### config.mk
export PLATFORM = sky130hd
export DESIGN_NAME = sat_narrow_pipe
export DESIGN_NICKNAME = d
export VERILOG_FILES = /design/src/rtl/sat_narrow_pipe.sv
export SDC_FILE = /design/constraint.sdc
export NUM_CORES = 1
export LEC_CHECK = 0
export ABC_AREA = 0
export ABC_CLOCK_PERIOD_IN_PS = 2300
export CAP_MARGIN = 20
export CORE_ASPECT_RATIO = 1.25
export CORE_MARGIN = 2
export CORE_UTILIZATION = 48
export DETAILED_ROUTE_END_ITERATION = 12
export PLACE_DENSITY = 0.8
export SYNTH_ARGS = -nofsm -noshare
export SYNTH_HDL_FRONTEND = slang
export SYNTH_SLANG_ARGS = --single-unit
### constraint.sdc
create_clock -name clk -period 2.3 [get_ports clk]
set_input_delay 0.345 -clock clk [delete_from_list [all_inputs] [get_ports clk]]
set_output_delay 0.345 -clock clk [all_outputs]
set_load 0.05 [all_outputs]
### src/rtl/sat_narrow_pipe.sv
// Narrows IN_W-bit words to OUT_W-bit halfwords with signed/unsigned saturation,
// buffering results in a 2-entry FIFO and counting overflow events.
module sat_narrow_pipe #(
    parameter int IN_W  = 32,
    parameter int OUT_W = 16,
    parameter int CNT_W = 8
) (
    input  logic             clk,
    input  logic             rst,
    input  logic             in_valid,
    output logic             in_ready,
    input  logic [IN_W-1:0]  in_data,
    input  logic             in_signed,
    output logic             out_valid,
    input  logic             out_ready,
    output logic [OUT_W-1:0] out_data,
    output logic             out_ovf,
    input  logic             clr_ovf,
    output logic             ovf_sticky,
    output logic [CNT_W-1:0] ovf_count
);

    logic [1:0][OUT_W-1:0] data_q, data_d;
    logic [1:0]            ovf_q, ovf_d;
    logic [1:0]            occ_q, occ_d;
    logic                  head_q, head_d;
    logic                  tail_q, tail_d;
    logic                  sticky_q, sticky_d;
    logic [CNT_W-1:0]      count_q, count_d;

    logic                  accept, pop;
    logic [OUT_W-1:0]      sat_data;
    logic                  sat_ovf;
    logic [IN_W-OUT_W:0]   sign_bits;

    assign in_ready   = (occ_q != 2'd2);
    assign out_valid  = (occ_q != 2'd0);
    assign out_data   = data_q[head_q];
    assign out_ovf    = ovf_q[head_q];
    assign ovf_sticky = sticky_q;
    assign ovf_count  = count_q;

    assign accept    = in_valid & in_ready;
    assign pop       = out_valid & out_ready;
    assign sign_bits = in_data[IN_W-1:OUT_W-1];

    // Signed fits when every bit above the halfword sign bit matches it.
    always_comb begin
        sat_data = in_data[OUT_W-1:0];
        sat_ovf  = 1'b0;
        if (in_signed) begin
            if (!((&sign_bits) || (~|sign_bits))) begin
                sat_ovf  = 1'b1;
                sat_data = in_data[IN_W-1] ? {1'b1, {(OUT_W-1){1'b0}}}
                                           : {1'b0, {(OUT_W-1){1'b1}}};
            end
        end else if (in_data[IN_W-1:OUT_W] != '0) begin
            sat_ovf  = 1'b1;
            sat_data = '1;
        end
    end

    always_comb begin
        data_d = data_q;
        ovf_d  = ovf_q;
        head_d = head_q;
        tail_d = tail_q;
        occ_d  = occ_q;
        if (accept) begin
            data_d[tail_q] = sat_data;
            ovf_d[tail_q]  = sat_ovf;
            tail_d         = ~tail_q;
        end
        if (pop) begin
            head_d = ~head_q;
        end
        case ({accept, pop})
            2'b10:   occ_d = occ_q + 2'd1;
            2'b01:   occ_d = occ_q - 2'd1;
            default: occ_d = occ_q;
        endcase
    end

    // A new overflow on the same edge as a clear survives as count=1.
    always_comb begin
        sticky_d = sticky_q;
        count_d  = count_q;
        if (accept && sat_ovf) begin
            sticky_d = 1'b1;
            if (clr_ovf) begin
                count_d = {{(CNT_W-1){1'b0}}, 1'b1};
            end else if (count_q != '1) begin
                count_d = count_q + 1'b1;
            end
        end else if (clr_ovf) begin
            sticky_d = 1'b0;
            count_d  = '0;
        end
    end

    always_ff @(posedge clk or negedge rst) begin
        if (!rst) begin
            data_q   <= '0;
            ovf_q    <= '0;
            occ_q    <= 2'd0;
            head_q   <= 1'b0;
            tail_q   <= 1'b0;
            sticky_q <= 1'b0;
            count_q  <= '0;
        end else begin
            data_q   <= data_d;
            ovf_q    <= ovf_d;
            occ_q    <= occ_d;
            head_q   <= head_d;
            tail_q   <= tail_d;
            sticky_q <= sticky_d;
            count_q  <= count_d;
        end
    end

endmodule

# After elaboration in Yosys (flattened, before gate mapping)
# Index checks and enable logic that the tools add are counted.
# W data, S select, Z words.
# totals
wordCells	58
regBits	47
in_bits	38
output_inout_bits	28
# op_classes
bitwise_logic	4
reduce_logical	12
magnitude_cmp	3
n_mux	24
n_eq_ne	4
n_addsub	3
# ops
op	n
$mux W16	7
$bwmux W32	1
$mux W8	4
$reduce_and A17 Y1	1
$reduce_or A17 Y1	1
$demux W16 S1	1
$reduce_bool A16 Y1	1
$add A8 B1 Y8 const B	1
$mux W1	8
$ne A8 B8 Y1 const B	1
$reduce_bool A2 Y1	4
$lt A1 B2 Y1 const B	2
$pmux W2 S2	1
$add A2 B1 Y2 const B	1
$and A1 B1 Y1	2
$bwmux W2	1
$eq A2 B1 Y1 const B	1
$eq A2 B2 Y1 const B	1
$logic_and A1 B1 Y1	2
$ne A2 B2 Y1 const B	1
$not A1 Y1	2
$reduce_and A2 Y1	1
$sub A2 B1 Y2 const B	1
$demux W1 S1	1
other kinds (3)	3

# Logic depth before layout (Yosys ltp)
# Gate-level depths: netlist (run 1).
# logic_depth
word_depth	8
mapped_depth	6
ltp_nobuf	6

# Least setup slack after synthesis (run 1)
# OpenSTA, ideal clock, no wires.
# synth_path
path_type	register to output
startpoint	register head_q
endpoint	output port out_data[15]
n_path_buf	2
path_slack_ns	0.006
path_stages_with_launch	4
required_time_ns	1.955
t_arrival_ns	1.949
path_cell_list	dfrtp_1 clkbuf_1 clkbuf_1 o21ai_0
# synth_between
elab_chain_cells	2
# synth_rtl
element	line_no	source
start, declared	26	logic head_q, head_d;
start signal, assigned	106	head_q <= 1'b0;
start signal, assigned	114	head_q <= head_d;
$mux W16 (implied by the code) (2 in series)	38	assign out_data = data_q[head_q];
end, declared	16	output logic [OUT_W-1:0] out_data,
# Every way passes these cells. The select of a mux whose other input is x is not followed.

# Worst setup path after layout (run 1)
# layout_path
startpoint	input port in_data[31]
endpoint	register count_q[6] (netlist: ovf_count[6])
# layout_between
elab_chain_cells	8
elab_cells_between_ends	12
classes_between	4 x mux; 8 x reduce/logical
# layout_rtl
element	line_no	source
start, declared	12	input logic [IN_W-1:0] in_data,
$reduce_or A17 Y1	52	if (!((&sign_bits) || (~|sign_bits))) begin
$logic_not A1 Y1	52	
$logic_or A1 B1 Y1	52	
$mux W1	52	
$mux W1 (*)	51	if (in_signed) begin
$logic_and A1 B1 Y1 (*)	88	if (accept && sat_ovf) begin
$reduce_bool A2 Y1 (no line)	--	
$reduce_and A2 Y1 (no line)	--	
end signal, assigned	117	count_q <= count_d;
end, declared	29	logic [CNT_W-1:0] count_q, count_d;
# Mark *: on every way between the ends. The rest lies on a longest branch, timed or not.
# A chain may end at the register's enable or synchronous reset.

==> metrics.txt, run 1 <==
status=finished, final reports clean; worst-margin pin slew=0.599 ns; Relative slew margins=between 60% and 70%; # nets final=about 310; arrival time worst endpoint=about 2.3 ns; largest area contributor in the netlist=dfrtp_1; top cells by area, synth=dfrtp_1, mux2_2, o221a_2, o221a_1, nor4_1; Final setup viols=0; Sw Ratio=a little over two fifths; DRT iter0 DRCs=approximately 180; H-tree depth=2; total power=about 4300 uW; starting density of the core=~50%; critical path launch point type=input pin; Slew Viols, Final=0; grt ovf=0; Clock Tree Buf Depth=2; largest net degree at the start of global routing=48; fillers=387; M1 GR Usage=26.6%; FF+latch area=about 1200 um2; VDD IR max=about 0.00076 V; CTS root buf=clkbuf_8; Vias/cell=5.96; first-pass GRT wire length=a little over 9000 um; data required time of the worst path=2.51 ns; adder-cell share of the synthesized area=under 10%; Post-synth ARST share=100%; final hold vios=0; Crit Path Class=in2reg; Cell variety after synth=44; Net Switching=between 1500 and 2000 uW; area share of the largest cell type after synthesis=approximately half; layout cells sized above 1=35.9%; Site Rows=28; Detail Route Antenna Nets=0; register area share after synthesis=between 40% and 50%; Detailed Routing Iterations Pass 1=4; PwrDens=between 1000 and 1500 nW/um2; sequential share of power=a little under a third; Chip Height=82.4 um; hold buffers post-CTS=0; RSZ-0062 raised after global routing=no; largest family of logic cells by synthesized area=compound AO/OA/AOI/OAI gates; combinational fraction of design power=a little under three fifths; Clock Sinks=47; Port Buf Inserts=65; Max Clock Freq=between 0.4 and 0.5 GHz; Final Non-Filler Cells=between 300 and 400; Most Crowded Layer GR=met2; All-Layer GR Usage=between 20% and 30%; core area=about 4700 um2; Syn. warnings=0; crit share post-route=between 90% and 100%; Worst-path clk slew=0.08 ns; IO Count=66; flops & latches, synth=47; xor and xnor area share after synthesis=between 1.5 and 2%; ordered list of cells on the worst path=clkdlybuf4s50_1 > nor4_1 > nand4_2 > buf_4 > a22o_4 > and3_4 > a211oi_2; Hold WS=0.137 ns; average wire per standard cell=~17 um; post-synthesis mux area share=around a tenth; Die ar.=5500 um2; CP max stage delay=0.45 ns; grt met2 use=between 40% and 50%; Die Width=66.7 um; Layout Skew=about 0.003 ns; cts repair resizes=0; initial antenna violation count=0; worst hold path class=in2async; Compound-Gate Fraction of Synth Area=between 20% and 30%; Layout area overhead=39.0%; clock network power share=a little over an eighth; mapped cell area=2360 um2; area of the multi-input gates=1110 um2; clk_lat worst skew=0.29 ns; Cells after Synth=191; total CTS buffers=5; top_reg_cell synth=dfrtp_1; simple-gate share of the synthesized area=13.2%; number of diodes=0; Crit-path slowest cell=clkdlybuf4s50_1; Vias=about 2,000; max cap viols=0; CTS tree=done; R2R depth=6; vias in the first global route=1,990; Crit Path Max Fanout=8; EDFF count, synth=0; Worst setup EP type=flop; Routed Wire Length=approximately 5600 um; crit path time final=around 2.1 ns; Post-CTS Setup Repair Bufs=0; HPWL after detailed placement=4080 um; leakage=0.00130 uW; DRC viols=0; # placed instances=roughly 330; Final GP Congestion=~0.84; met3 usage=3.66%; Avg Synthesized Cell Area=about 12 um2; Synthesized Nets=231; Int Power=about 2500 uW
-- cell families (layout without fill, tap and decap cells) --
| kind of cell | after synthesis | after routing |
|---|---|---|
| and+or+nand+nor | 49 | 49 |
| DFF | 47 | 47 |
| adders and majority gates | 2 | 2 |
| buffers and inverters | 17 | 99 |
| muxes | 22 | 22 |
| xor gates and xnor gates | 5 | 5 |
| AOI/OAI and AO/OA | 49 | 49 |
-- routing by layer --
| metal | wire length, um | part of all wire [%] |
|---|---|---|
| met2 | 2940 | 53 |
| met5 | 0 | 0 |
| met1 | 2350 | 42 |
| met3 | 272 | 4.9 |
| met4 | 34 | 0.61 |
-- cell type report --
| type | count | share of cell area [%] |
|---|---|---|
| tap | 60 | 2.29 |
| clock inverter | 1 | 0.915 |
| clock buffer | 6 | 2.21 |
| timing repair buffer | 85 | 24.1 |
| sequential | 47 | 35.8 |
| multi-input combinational | 127 | 33.9 |
| inverter | 7 | 0.801 |
-- cells in the mapped netlist (2+ instances only) --
| library cell | count |
|---|---|
| nor3_1 | 5 |
| a21oi_1 | 7 |
| mux2_2 | 18 |
| nand4_1 | 4 |
| o221a_1 | 12 |
| buf_2 | 5 |
| nor4_1 | 7 |
| mux2i_1 | 3 |
| and3_2 | 3 |
| xor2_1 | 2 |
| nand2_1 | 8 |
| dfrtp_1 | 47 |
| clkbuf_1 | 3 |
| o221a_2 | 18 |
| nand2_2 | 2 |
| o21ai_0 | 4 |
| nor2_1 | 3 |
| nand3_1 | 4 |
| inv_1 | 7 |
| xnor2_1 | 3 |
| ha_1 | 2 |
| and2_1 | 2 |
-- layout by cell type (no fill, tap or decap), types with 2 or more instances in the layout --
cell type and n:
a21oi_1 7, and2_1 2, and3_2 3, buf_12 3, buf_4 34, clkbuf_8 5, clkdlybuf4s50_1 47, dfrtp_1 47
ha_1 2, inv_1 7, mux2_2 18, mux2i_1 3, nand2_1 8, nand2_2 2, nand3_1 4, nand4_1 4
nor2_1 3, nor3_1 5, nor4_1 7, o21ai_0 4, o221a_1 12, o221a_2 18, xnor2_1 3, xor2_1 2
-- flip-flops by register name, indices dropped and copies added (netlist names) --
register,count
occ_q,2
data_q,32
head_q,1
ovf_q,2
ovf_count,8
ovf_sticky,1
tail_q,1
-- final timing paths --
path	startpoint	end	slack (ns)
max	in_data[31]	ovf_count[6]$_DFFE_PN0P_	0.20
min	rst	data_q[28]$_DFFE_PN0P_	0.14
max reg2reg	occ_q[1]$_DFFE_PN0P_	ovf_count[3]$_DFFE_PN0P_	0.46
min reg2reg	occ_q[1]$_DFFE_PN0P_	occ_q[1]$_DFFE_PN0P_	0.49
max in group asynchronous	rst	head_q$_DFFE_PN0P_	1.75
min in group clk	occ_q[1]$_DFFE_PN0P_	occ_q[1]$_DFFE_PN0P_	0.49
-- power groups by stage --
stage          sequential, uW  clock (uW)  combinational (uW)
6_report                 1320         572                2430
3_3_place_gp             1320           0                2410
5_1_grt                  1350         619                2560
2_1_floorplan            1340           0                1660
4_1_cts                  1320         590                2450
3_5_place_dp             1330           0                2430
-- critical path: cells and delay by family --
family	cells	cell delay (ns)
compound gates	2	0.46
buf+inv	2	0.65
simple gates	3	0.84
-- through the flow --
stage          utilization, %  setup TNS [ns]  setup slack (ns)  cell area, um2
2_1_floorplan               -               0           0.00599            2360
3_3_place_gp             67.2          -0.420           -0.0442            3180
3_5_place_dp             67.2           -1.91            -0.109            3180
4_1_cts                  69.4               0             0.204            3280
5_1_grt                  69.4               0             0.114            3280
6_report                 69.4               0             0.201            3280
Note: power is estimated with default switching activity, not from simulation.
==> inputs of run 2 (changes only) <==
- TNS_END_PERCENT: not set -> 1
==> results of run 2 <==
The final DEF is identical to that of run 1; final timing and power are the same.
